==> config.mk <==
export PLATFORM = sky130hd
export DESIGN_NAME = polsub_ctrl
export DESIGN_NICKNAME = d
export VERILOG_FILES = /design/src/rtl/polsub_ctrl_pkg.sv /design/src/rtl/polsub_ctrl_modsub.sv /design/src/rtl/polsub_ctrl.sv
export SDC_FILE = /design/constraint.sdc
export NUM_CORES = 1
export LEC_CHECK = 0
export ABC_AREA = 0
export CORE_UTILIZATION = 40
export CTS_CLUSTER_SIZE = 40
export DETAILED_ROUTE_END_ITERATION = 16
export SLEW_MARGIN = 10
export SYNTH_ARGS = -nofsm -noshare
export SYNTH_HDL_FRONTEND = slang
export SYNTH_SLANG_ARGS = --single-unit
==> constraint.sdc <==
create_clock -name clk -period 10.2 [get_ports clk]
set_input_delay 2.55 -clock clk [delete_from_list [all_inputs] [get_ports clk]]
set_output_delay 2.55 -clock clk [all_outputs]
set_load 0.05 [all_outputs]
==> src/rtl/polsub_ctrl_pkg.sv <==
// rtl/polsub_ctrl_pkg.sv - shared constants and types for the polynomial subtraction engine
//
// Contents:
//   KYBER_Q     Kyber modulus, 13 bits so it can be added to a signed difference
//   COEF_W      coefficient width
//   N_DEF       default number of coefficients per polynomial
//   ADDR_W_DEF  default RAM address width
//   state_e     sequencer states
package polsub_ctrl_pkg;

    localparam logic [12:0] KYBER_Q    = 13'd3329;
    localparam int          COEF_W     = 12;
    localparam int          N_DEF      = 256;
    localparam int          ADDR_W_DEF = 8;

    typedef enum logic [1:0] {
        IDLE  = 2'd0,
        RUN   = 2'd1,
        DRAIN = 2'd2,
        DONE  = 2'd3
    } state_e;

endpackage

==> src/rtl/polsub_ctrl_modsub.sv <==
// rtl/polsub_ctrl_modsub.sv - combinational (x - y) mod 3329 for canonical coefficients
//
// Ports:
//   x_i  minuend, canonical 0..3328
//   y_i  subtrahend, canonical 0..3328
//   r_o  (x_i - y_i) mod 3329, canonical 0..3328
module polsub_ctrl_modsub
    import polsub_ctrl_pkg::*;
(
    input  logic [COEF_W-1:0] x_i,
    input  logic [COEF_W-1:0] y_i,
    output logic [COEF_W-1:0] r_o
);

    logic [COEF_W:0] diff;
    logic [COEF_W:0] wrapped;

    // One extra bit holds the sign of the difference; with canonical inputs a
    // single conditional add of q is enough to land back in 0..q-1.
    assign diff    = {1'b0, x_i} - {1'b0, y_i};
    assign wrapped = diff + KYBER_Q;
    assign r_o     = diff[COEF_W] ? wrapped[COEF_W-1:0] : diff[COEF_W-1:0];

endmodule

==> src/rtl/polsub_ctrl.sv <==
// rtl/polsub_ctrl.sv - sequencer for C[k] = (A[k] - B[k]) mod 3329 over dual-RAM polynomials
//
// Ports:
//   clk      system clock, rising edge
//   reset_n  asynchronous active-low reset
//   start    begin one pass (sampled only in IDLE)
//   swap     latched at start: 0 -> C = A - B, 1 -> C = B - A
//   busy     high whenever the sequencer is not IDLE
//   done     one-cycle pulse at the end of a pass
//   rd_en    read enable to both A and B RAMs
//   rd_addr  shared A/B read address
//   a_dout   A RAM read data, valid RD_LAT cycles after rd_en
//   b_dout   B RAM read data, same timing as a_dout
//   wr_en    C RAM write enable
//   wr_addr  C RAM write address
//   wr_data  result coefficient, canonical 0..3328
module polsub_ctrl
    import polsub_ctrl_pkg::*;
#(
    parameter int N      = N_DEF,
    parameter int ADDR_W = ADDR_W_DEF,
    parameter int RD_LAT = 1
) (
    input  logic              clk,
    input  logic              reset_n,
    input  logic              start,
    input  logic              swap,
    output logic              busy,
    output logic              done,
    output logic              rd_en,
    output logic [ADDR_W-1:0] rd_addr,
    input  logic [COEF_W-1:0] a_dout,
    input  logic [COEF_W-1:0] b_dout,
    output logic              wr_en,
    output logic [ADDR_W-1:0] wr_addr,
    output logic [COEF_W-1:0] wr_data
);

    localparam logic [ADDR_W-1:0] LAST_ADDR  = ADDR_W'(N - 1);
    // DRAIN lasts RD_LAT+1 cycles: the last read's data returns after RD_LAT
    // cycles and needs one more cycle to reach the output register.
    localparam logic [1:0]        DRAIN_LAST = 2'(RD_LAT);

    state_e            state_q, state_d;
    logic [ADDR_W-1:0] cnt_q, cnt_d;
    logic [1:0]        drain_q, drain_d;
    logic              swap_q, swap_d;

    // Tracks each outstanding read so the write lines up with its data.
    logic [RD_LAT-1:0]             vld_q;
    logic [RD_LAT-1:0][ADDR_W-1:0] addr_q;

    logic              wr_en_q;
    logic [ADDR_W-1:0] wr_addr_q;
    logic [COEF_W-1:0] wr_data_q;

    logic [COEF_W-1:0] op_x;
    logic [COEF_W-1:0] op_y;
    logic [COEF_W-1:0] mod_r;

    always_ff @(posedge clk or negedge reset_n) begin
        if (!reset_n) begin
            state_q <= IDLE;
            cnt_q   <= '0;
            drain_q <= '0;
            swap_q  <= 1'b0;
        end else begin
            state_q <= state_d;
            cnt_q   <= cnt_d;
            drain_q <= drain_d;
            swap_q  <= swap_d;
        end
    end

    always_comb begin
        state_d = state_q;
        cnt_d   = cnt_q;
        drain_d = drain_q;
        swap_d  = swap_q;
        case (state_q)
            IDLE: begin
                if (start) begin
                    state_d = RUN;
                    cnt_d   = '0;
                    swap_d  = swap;
                end
            end
            RUN: begin
                // Counter holds at the last address so it never exceeds N-1.
                if (cnt_q == LAST_ADDR) begin
                    state_d = DRAIN;
                    drain_d = '0;
                end else begin
                    cnt_d = cnt_q + 1'b1;
                end
            end
            DRAIN: begin
                if (drain_q == DRAIN_LAST) begin
                    state_d = DONE;
                end else begin
                    drain_d = drain_q + 1'b1;
                end
            end
            DONE: begin
                state_d = IDLE;
            end
            default: begin
                state_d = IDLE;
            end
        endcase
    end

    assign rd_en   = (state_q == RUN);
    assign rd_addr = cnt_q;
    assign busy    = (state_q != IDLE);
    assign done    = (state_q == DONE);

    always_ff @(posedge clk or negedge reset_n) begin
        if (!reset_n) begin
            vld_q  <= '0;
            addr_q <= '0;
        end else begin
            vld_q[0]  <= rd_en;
            addr_q[0] <= cnt_q;
            for (int i = 1; i < RD_LAT; i++) begin
                vld_q[i]  <= vld_q[i-1];
                addr_q[i] <= addr_q[i-1];
            end
        end
    end

    assign op_x = swap_q ? b_dout : a_dout;
    assign op_y = swap_q ? a_dout : b_dout;

    polsub_ctrl_modsub u_modsub (
        .x_i (op_x),
        .y_i (op_y),
        .r_o (mod_r)
    );

    always_ff @(posedge clk or negedge reset_n) begin
        if (!reset_n) begin
            wr_en_q   <= 1'b0;
            wr_addr_q <= '0;
            wr_data_q <= '0;
        end else begin
            wr_en_q <= vld_q[RD_LAT-1];
            if (vld_q[RD_LAT-1]) begin
                wr_addr_q <= addr_q[RD_LAT-1];
                wr_data_q <= mod_r;
            end
        end
    end

    assign wr_en   = wr_en_q;
    assign wr_addr = wr_addr_q;
    assign wr_data = wr_data_q;

endmodule

# Yosys cells after proc, flatten, opt, wreduce, memory -nomap -nowiden
# Index checks and enable logic that the tools add are counted.
# word_totals
romBits,0
register_bits,43
memories,0
in_bits,28
latch_bits,0
ramBits,0
word_cells,44
out_inout_bits,32
# classes
n_div,0
n_reduce_logical,8
shifts,0
bitwise_logic,0
addsub,4
muxes,13
n_lt_le_gt_ge,0
multipliers,0
eq_ne,10
# ops
cell,count
12-bit two-way mux,3
8-bit two-way mux,2
8-bit case mux with 2 select lines,1
12-bit by 12-bit subtractor with 13-bit output,1
"12-bit adder, second input constant",1
2-bit two-way mux,5
3-bit AND reduction,3
"8-bit by 1-bit adder with 8-bit output, second input constant",1
"8-bit equality test, second input constant",1
"2-bit != test, second input constant",4
2-bit case mux with 4 select lines,1
2-bit nonzero test,3
"2-bit by 1-bit equality test with 1-bit output, second input constant",2
"2-bit equality test, second input constant",2
2-bit case mux with 2 select lines,1
"2-bit by 1-bit adder with 2-bit output, second input constant",1
2-bit logical NOT,1
"2-bit by 1-bit != test with 1-bit output, second input constant",1
2-bit AND reduction,1

# Logic depth before layout (Yosys ltp)
# Gate-level depths: netlist of the first run.
# logic_depth
word_depth,4
mapped_depth,13
depth_no_buf,11

# Cells and area by module
# From an unflattened synthesis of the first run, not the netlist that was laid out.
# hier_totals
cells_unflattened,282
hier_area_um2,2957.8
# modules_own_cells
mod,area_each_um2,n_inst,cells_each,seq_area_each_um2
polsub_ctrl,2098.3,1,164,1076.0
polsub_ctrl_modsub,859.6,1,118,0.0

# Least setup slack after synthesis of the first run
# Ideal clock, no wire load.
# synth_timing
path_type,in2reg
from,input b_dout[0]
to,register wr_data_q[11] (netlist: wr_data[11])
required_time_ps,10063
t_arrival_ps,4834
setup_ps,137
setup_slack_ps,5229
path_stages,11
path_buffers,0
path_cell_list,mux2i_1 > ha_1 > inv_1 > fa_1 > xor2_2 > and3_1 > or4b_4 > o41ai_4 > a221oi_1 > xnor3_1 > a21oi_1
# synth_via
elab_chain_cells,4
elab_cells_between_ends,5
cone_classes,add/sub: 2; mux: 3
# synth_lines
element,line_no,text
start: declaration,polsub_ctrl.sv:33,"input logic [COEF_W-1:0] b_dout,"
12-bit two-way mux (on tied branches),"polsub_ctrl.sv:132, polsub_ctrl.sv:133",
12-bit by 12-bit subtractor with 13-bit output (*),polsub_ctrl_modsub.sv:20,"assign diff = {1'b0, x_i} - {1'b0, y_i};"
12-bit adder,polsub_ctrl_modsub.sv:21,assign wrapped = diff + KYBER_Q;
12-bit two-way mux (*),polsub_ctrl_modsub.sv:22,assign r_o = diff[COEF_W] ? wrapped[COEF_W-1:0] : diff[COEF_W-1:0];
end signal: assignment,polsub_ctrl.sv:150,wr_data_q <= mod_r;
end: declaration,polsub_ctrl.sv:55,logic [COEF_W-1:0] wr_data_q;
# Every way passes the cells marked *; elsewhere a longest branch is shown, timed or not.
# A chain may end at the register's enable or synchronous reset.

# Final worst setup path of the first run
# Same ends and word-level chain as after synthesis.

==> results.rst, run 1 <==
.. list-table::
   :header-rows: 1

   * - Metric
     - Value
   * - Source-to-sink clock delay at the later pin of the worst-skew pair
     - 290 ps
   * - Chip Width
     - 89.70 um
   * - Final worst-path setup slack
     - 4828 ps
   * - Power per cell area
     - 348.8 nW/um2
   * - Final count of pins violating max slew
     - 0
   * - Routability congestion estimate from global placement
     - 0.8441
   * - Drt first pass iters
     - 4
   * - Routed WL
     - 6422 um
   * - Die Footprint
     - 8046 um2
   * - Leading cell type by number of instances after synthesis
     - sky130_fd_sc_hd__dfrtp_1
   * - # diodes
     - 0
   * - Routed wire length per instance
     - 13.75 um
   * - Share of synthesized area occupied by flip-flops and latches
     - 0.3497
   * - Area Overhead vs Synth
     - 23.87%
   * - Max-slew headroom at the worst pin
     - 0.2692
   * - Top cells by area, synth
     - sky130_fd_sc_hd__dfrtp_1, sky130_fd_sc_hd__ha_1, sky130_fd_sc_hd__mux2_2
   * - Total CTS buffers
     - 5
   * - Area share of the leading cell type in the synthesized netlist
     - 0.3497
   * - Leakage power of the design
     - 1.641 nW
   * - Most used standard cells in the synthesized netlist
     - sky130_fd_sc_hd__dfrtp_1, sky130_fd_sc_hd__a21oi_1, sky130_fd_sc_hd__nand2_1
   * - Die height
     - 89.70 um
   * - Number of enable-type register cells in the synthesized netlist
     - 0
   * - Maximum number of pins on one net before global-route repair
     - 44
   * - Most used flip-flop cell after synthesis
     - sky130_fd_sc_hd__dfrtp_1
   * - Number of cells upsized or downsized after cts
     - 0
   * - Max incr delay on CP
     - 490 ps
   * - Via count
     - 2432
   * - Initial core utilization
     - 0.4197
   * - Type of element capturing the critical path
     - register
   * - I/O Buffers
     - 59
   * - Flops & latches, synth
     - 43
   * - Fraction of final layout cells with drive strength greater than 1
     - 0.1168
   * - Actual slew at the worst max-slew pin
     - 1096 ps
   * - Wire length of the first global-routing pass
     - 10980 um
   * - TritonCTS clock tree
     - built
   * - Worst Path Buf+Inv
     - 2
   * - Yosys warnings
     - 0
   * - Site row count
     - 31
   * - Number of sinks handled by clock tree synthesis
     - 43
   * - Layout Utilization
     - 0.5199
   * - Number of inserted filler cells in the final layout
     - 673
   * - Result of the run
     - finished clean
   * - Final worst path period share
     - 0.5267
   * - Largest delay share family, worst path
     - simple AND/OR/NAND/NOR gates
   * - Post-detailed-route via-to-cell ratio
     - 5.208
   * - Final Non-Filler Cells
     - 467
   * - Per-instance average area after synthesis
     - 9.861 um2
   * - Max IR drop VDD
     - 180.6 uV
   * - Clock slew seen by the registers of the worst setup and hold paths
     - 80 ps
   * - Post-synthesis instance area
     - 3077 um2
   * - Gr usage total
     - 0.1652
   * - FFs w/ async S/R, synth
     - 1.000
   * - Buffers from clock root to sink, at most
     - 2
   * - Largest area contributor in the netlist
     - sky130_fd_sc_hd__dfrtp_1
   * - Max cap viols
     - 0
   * - Cell type of the slowest stage on the worst timing path
     - sky130_fd_sc_hd__or4b_4
   * - Area of the core region
     - 7331 um2
   * - Critical Setup Path Class
     - primary input to register
   * - Setup_tns
     - 0 ps
   * - Maximum clock frequency
     - 186.1 MHz
   * - Number of buffers inserted by hold repair at cts
     - 0
   * - Residual antenna-violating net count after detailed routing
     - 0
   * - Post-Syn Nets
     - 360
   * - Clock tree skew after final layout
     - 6.521 ps
   * - DP Worst Slack
     - 4543 ps
   * - Number of cells produced by synthesis
     - 312
   * - Placed Instances
     - 459
   * - Sequence of cells on the critical path
     - clkdlybuf4s50_1, mux2_2, ha_1, inv_1, fa_1, xor2_2, and3_1, or4b_4, o41ai_4, a221oi_1, xnor3_1, a21oi_1
   * - Maximum net fanout on the critical path
     - 4
   * - Antenna violations before repair
     - 0
   * - Hold violation total from the final report
     - 0
   * - Type of the worst min-delay path
     - register to register
   * - Final nets
     - 415
   * - Min Tclk post-route
     - 5372 ps
   * - Final setup violating endpoints
     - 0
   * - DP HPWL
     - 4970 um
   * - Number of buffers inserted to repair setup after CTS
     - 0
   * - Vias in the first global route
     - 2289
   * - Iteration-0 DRC count of the detailed router
     - 87
   * - Tot Pwr
     - 1.329 mW
   * - Clock root buffer
     - sky130_fd_sc_hd__clkbuf_8
   * - DRC violations left
     - 0
   * - Startpoint type of the worst setup path
     - primary input
   * - Top-level port count
     - 60
   * - Data required time at the worst endpoint
     - 10320 ps
   * - CTS HTree Levels
     - 2
   * - Unrepaired setup endpoints after global routing
     - no
   * - Library cells used by synthesis
     - 61
   * - Total overflow reported by the global router
     - 0
   * - Data arrival time of the worst path
     - 5490 ps
==> sequential cells by signal, indices dropped and copies added, names as in the netlist <==
name	flops
drain_q	2
state_q	2
wr_en	1
swap_q	1
addr_q	8
rd_addr	8
wr_data	12
vld_q	1
wr_addr	8
==> metrics by stage <==
stage                     cell area, um2  hold WS (ps)
after floorplan                     3077         390.5
after global placement              3726         445.8
after detailed placement            3726         457.7
after CTS                           3811         477.6
after global routing                3811         496.9
final                               3811         472.5
==> cells in the final DEF (no fill, tap or decap), types with 2 or more instances in the layout <==
master,netlist,routed
sky130_fd_sc_hd__clkdlybuf4s50_1,0,58
sky130_fd_sc_hd__dfrtp_1,43,43
sky130_fd_sc_hd__a21oi_1,25,25
sky130_fd_sc_hd__nand2_1,24,24
sky130_fd_sc_hd__nor2_1,22,22
sky130_fd_sc_hd__mux2_2,21,21
sky130_fd_sc_hd__ha_1,19,19
sky130_fd_sc_hd__mux2i_1,17,17
sky130_fd_sc_hd__inv_1,13,13
sky130_fd_sc_hd__nand3_1,9,9
sky130_fd_sc_hd__o21ai_0,9,9
sky130_fd_sc_hd__xor2_1,8,8
sky130_fd_sc_hd__xnor2_1,8,8
sky130_fd_sc_hd__nor3_1,7,7
sky130_fd_sc_hd__and3_1,5,5
sky130_fd_sc_hd__a21o_1,5,5
sky130_fd_sc_hd__clkbuf_8,0,5
sky130_fd_sc_hd__a211oi_1,3,3
sky130_fd_sc_hd__nor2b_1,3,3
sky130_fd_sc_hd__or3_1,3,3
sky130_fd_sc_hd__nand4_1,3,3
sky130_fd_sc_hd__o211ai_1,3,3
sky130_fd_sc_hd__and2_1,3,3
sky130_fd_sc_hd__a31oi_1,3,3
sky130_fd_sc_hd__o2111ai_1,2,2
sky130_fd_sc_hd__o211ai_2,2,2
sky130_fd_sc_hd__nand3b_1,2,2
sky130_fd_sc_hd__a21boi_0,2,2
sky130_fd_sc_hd__a21boi_1,2,2
sky130_fd_sc_hd__o21a_1,2,2
sky130_fd_sc_hd__o31ai_1,2,2
sky130_fd_sc_hd__nand2b_1,2,2
sky130_fd_sc_hd__a22o_1,2,2
sky130_fd_sc_hd__a211o_1,2,2
==> worst reg2reg max path, cell delays in order, from the launching register on <==
cell                       delay [ps]
sky130_fd_sc_hd__dfrtp_1         1070
sky130_fd_sc_hd__mux2_2           310
sky130_fd_sc_hd__ha_1             180
sky130_fd_sc_hd__inv_1             60
sky130_fd_sc_hd__fa_1             440
sky130_fd_sc_hd__xor2_2           230
sky130_fd_sc_hd__and3_1           210
sky130_fd_sc_hd__or4b_4           490
sky130_fd_sc_hd__o41ai_4          270
sky130_fd_sc_hd__a221oi_1         150
sky130_fd_sc_hd__xnor3_1          230
sky130_fd_sc_hd__a21oi_1           60
==> final cells by class <==
cell class | instances | area [um2] | share of cell area
Multi-Input combinational cell | 245 | 1892 | 0.4964
Tap cell | 99 | 123.9 | 0.03250
Clock inverter | 2 | 12.51 | 0.003283
Inverter | 13 | 48.80 | 0.01280
Timing Repair Buffer | 59 | 585.6 | 0.1536
Clock buffer | 6 | 72.57 | 0.01904
Sequential cell | 43 | 1076 | 0.2823
==> final timing paths <==
check | start | end | slack (ps) | depth (start not counted)
worst max-delay path | b_dout[0] | wr_data[11] | 4830 | 12
worst min-delay path | rd_addr[7] | addr_q[7] | 470 | 0
worst max register to register | swap_q | wr_data[11] | 6330 | 11
worst min register to register | rd_addr[7] | addr_q[7] | 470 | 0
max in group asynchronous | reset_n | state_q[0] | 7240 | 1
min in group asynchronous | reset_n | wr_addr[6] | 2390 | 1
==> power breakdown <==
part | total [mW] | leakage, nW | switching [mW] | internal [mW]
combinational | 0.925 | 1.06 | 0.542 | 0.383
sequential | 0.303 | 0.543 | 0.0733 | 0.229
clock | 0.102 | 0.0412 | 0.0540 | 0.0478
==> routing by layer <==
layer	global-route usage	vias to the layer above	wire length [um]
met2	0.2596	36	2765
met1	0.2373	1140	3395
met5	0	-	0
met3	0.03299	4	226
li1	-	1252	-
met4	0.02869	0	36
==> cell families (layout without fill, tap and decap cells) <==
logic type	after synthesis	in the layout	synth area share
simple gates	94	94	0.1562
fa+ha+maj	20	20	0.08377
mux	38	38	0.1322
flops	43	43	0.3497
xor+xnor	18	18	0.05816
compound gates	75	75	0.1846
buf+inv	24	80	0.03538
Note: power is estimated with default switching activity, not from simulation.
==> run 2: changes to the inputs <==
==> constraint.sdc (replaced) <==
create_clock -name clk -period 5.15 [get_ports clk]
set_input_delay 1.2875 -clock clk [delete_from_list [all_inputs] [get_ports clk]]
set_output_delay 1.2875 -clock clk [all_outputs]
set_load 0.05 [all_outputs]
==> run 2 against run 1 <==
  * Non-clock buffer count is 1 higher
  * Via count up 2.6%
  * Utilization grew 0.10 points
  * Critical path type unchanged
  * Critical endpoint unchanged
==> results.rst, run 2 (same netlist as run 1, synthesis figures left out) <==
.. list-table::
   :header-rows: 1

   * - Metric
     - Value
   * - Worst r2r src
     - swap_q
   * - Die height
     - 89.70 um
   * - Max FFs per register
     - 12
   * - Commonest cells after routing, fill and taps aside
     - sky130_fd_sc_hd__clkdlybuf4s50_1, sky130_fd_sc_hd__dfrtp_1, sky130_fd_sc_hd__a21oi_1
   * - Worst R2R Setup Slack
     - 1740 ps
   * - Min Tclk post-route
     - 4105 ps
   * - Max cap viols
     - 0
   * - Max incr delay on CP
     - 490 ps
   * - CTS HTree Levels
     - 2
   * - Setup_tns
     - 0 ps
   * - Wire length of the first global-routing pass
     - 11450 um
   * - Most heavily used metal layer in global routing
     - met2
   * - Area Overhead vs Synth
     - 24.12%
   * - Maximum net fanout on the critical path
     - 4
   * - Vias in the first global route
     - 2419
   * - Global-route track usage on met2
     - 0.2776
   * - Number of buffers inserted to repair setup after CTS
     - 0
   * - Met1 Usage GRT
     - 0.2437
   * - Clock slew seen by the registers of the worst setup and hold paths
     - 80 ps
   * - Critical Setup Path Class
     - primary input to register
   * - Site row count
     - 31
   * - Type of element capturing the critical path
     - register
   * - Drt first pass iters
     - 4
   * - Chip Width
     - 89.70 um
   * - Result of the run
     - finished clean
   * - Final worst path period share
     - 0.7970
   * - DP HPWL
     - 5078 um
   * - Iteration-0 DRC count of the detailed router
     - 118
   * - HP Start
     - rd_addr[7]
   * - Final nets
     - 416
   * - Residual antenna-violating net count after detailed routing
     - 0
   * - # diodes
     - 0
   * - Hold worst-path end
     - addr_q[7]
   * - Routed WL
     - 6667 um
   * - Number of cells upsized or downsized after cts
     - 0
   * - DRC violations left
     - 0
   * - Number of sinks handled by clock tree synthesis
     - 43
   * - Actual slew at the worst max-slew pin
     - 1077 ps
   * - Type of the worst min-delay path
     - register to register
   * - Power per cell area
     - 692.6 nW/um2
   * - Clock root buffer
     - sky130_fd_sc_hd__clkbuf_8
   * - Number of inserted filler cells in the final layout
     - 676
   * - Sequence of cells on the critical path
     - clkdlybuf4s50_1, mux2_2, ha_1, inv_1, fa_1, xor2_2, and3_1, or4b_4, o41ai_4, a221oi_1, xnor3_1, a21oi_1
   * - Source-to-sink clock delay at the later pin of the worst-skew pair
     - 290 ps
   * - Leakage power of the design
     - 1.646 nW
   * - Via count
     - 2495
   * - Storage element area
     - 1076 um2
   * - Top-level port count
     - 60
   * - TritonCTS clock tree
     - built
   * - Reg2Reg Depth
     - 12
   * - Data arrival time of the worst path
     - 4230 ps
   * - Fraction of final layout cells with drive strength greater than 1
     - 0.1192
   * - Maximum number of pins on one net before global-route repair
     - 44
   * - Total overflow reported by the global router
     - 0
   * - Cell type of the slowest stage on the worst timing path
     - sky130_fd_sc_hd__or4b_4
   * - I/O Buffers
     - 59
   * - Buffers from clock root to sink, at most
     - 2
   * - Maximum clock frequency
     - 243.6 MHz
   * - Combined area of the multi-input logic cells
     - 1892 um2
   * - Worst Hold Path Cells
     - 0
   * - M3 GR Usage
     - 0.03130
   * - Fin Hold WS
     - 469.9 ps
   * - Antenna violations before repair
     - 0
   * - Die Footprint
     - 8046 um2
   * - Unrepaired setup endpoints after global routing
     - no
   * - Number of buffers inserted by hold repair at cts
     - 0
   * - Data required time at the worst endpoint
     - 5280 ps
   * - Final setup violating endpoints
     - 0
   * - Gr usage total
     - 0.1739
   * - Post-detailed-route via-to-cell ratio
     - 5.331
   * - Max-slew headroom at the worst pin
     - 0.2818
   * - Total CTS buffers
     - 5
   * - Initial core utilization
     - 0.4197
   * - Final count of pins violating max slew
     - 0
   * - Hold violation total from the final report
     - 0
   * - Max IR drop VDD
     - 398.4 uV
   * - Startpoint type of the worst setup path
     - primary input
   * - Terminus of the critical flop-to-flop path
     - wr_data[11]
   * - Clock tree skew after final layout
     - 5.629 ps
   * - Area of the core region
     - 7331 um2
   * - Routed wire length per instance
     - 14.25 um
   * - Most common library cell in the layout ignoring fill and taps
     - sky130_fd_sc_hd__clkdlybuf4s50_1
   * - Routability congestion estimate from global placement
     - 0.8415
==> run 2: how the worst max path moves through the flow <==
stage / from / endpoint / slack (ps)
after floorplan: b_dout[0] / wr_data[11] / 1440
after global placement: b_dout[0] / wr_data[11] / 800
after detailed placement: b_dout[0] / wr_data[11] / 740
after CTS: b_dout[0] / wr_data[11] / 1050
after global routing: b_dout[0] / wr_data[11] / 890
final: b_dout[0] / wr_data[11] / 1050
==> run 2: per-stage QoR <==
| stage | util | instances | setup slack, ps | area, um2 | power, mW |
|---|---|---|---|---|---|
| final | 0.5209 | 468 | 1045 | 3819 | 2.645 |
| after global routing | 0.5209 | 468 | 890.6 | 3819 | 2.849 |
| after CTS | 0.5209 | 468 | 1048 | 3819 | 2.666 |
| after detailed placement | 0.5093 | 460 | 744.1 | 3734 | 2.441 |
| after global placement | 0.5093 | 460 | 796.5 | 3734 | 2.433 |
| after floorplan | - | 312 | 1441 | 3077 | 2.005 |
==> run 2: metal layers <==
layer | part of all wire | vias up
met3 | 0.034 | 7
li1 | - | 1263
met1 | 0.51 | 1188
met5 | 0 | -
met2 | 0.44 | 37
met4 | 0.012 | 0
==> run 2: layout make-up <==
cell class,instances,area share
Clock buffer,6,0.01900
Clock inverter,2,0.003277
Inverter,13,0.01278
Multi-Input combinational cell,245,0.4954
Sequential cell,43,0.2818
Tap cell,99,0.03244
Timing Repair Buffer,60,0.1553
==> run 2: critical path, delay by kind of cell <==
kind | cells | cell delay (ps)
AO/OA/AOI/OAI | 3 | 480
AND/OR/NAND/NOR | 2 | 710
XOR/XNOR | 2 | 450
buffers and inverters | 2 | 530
multiplexers | 1 | 150
adder cells (fa/ha/maj) | 2 | 610
==> run 2: where the power goes <==
part           switching [mW]  total [mW]  internal (mW)
combinational            1.12        1.88          0.760
clock                   0.113       0.208         0.0948
sequential              0.108       0.562          0.455
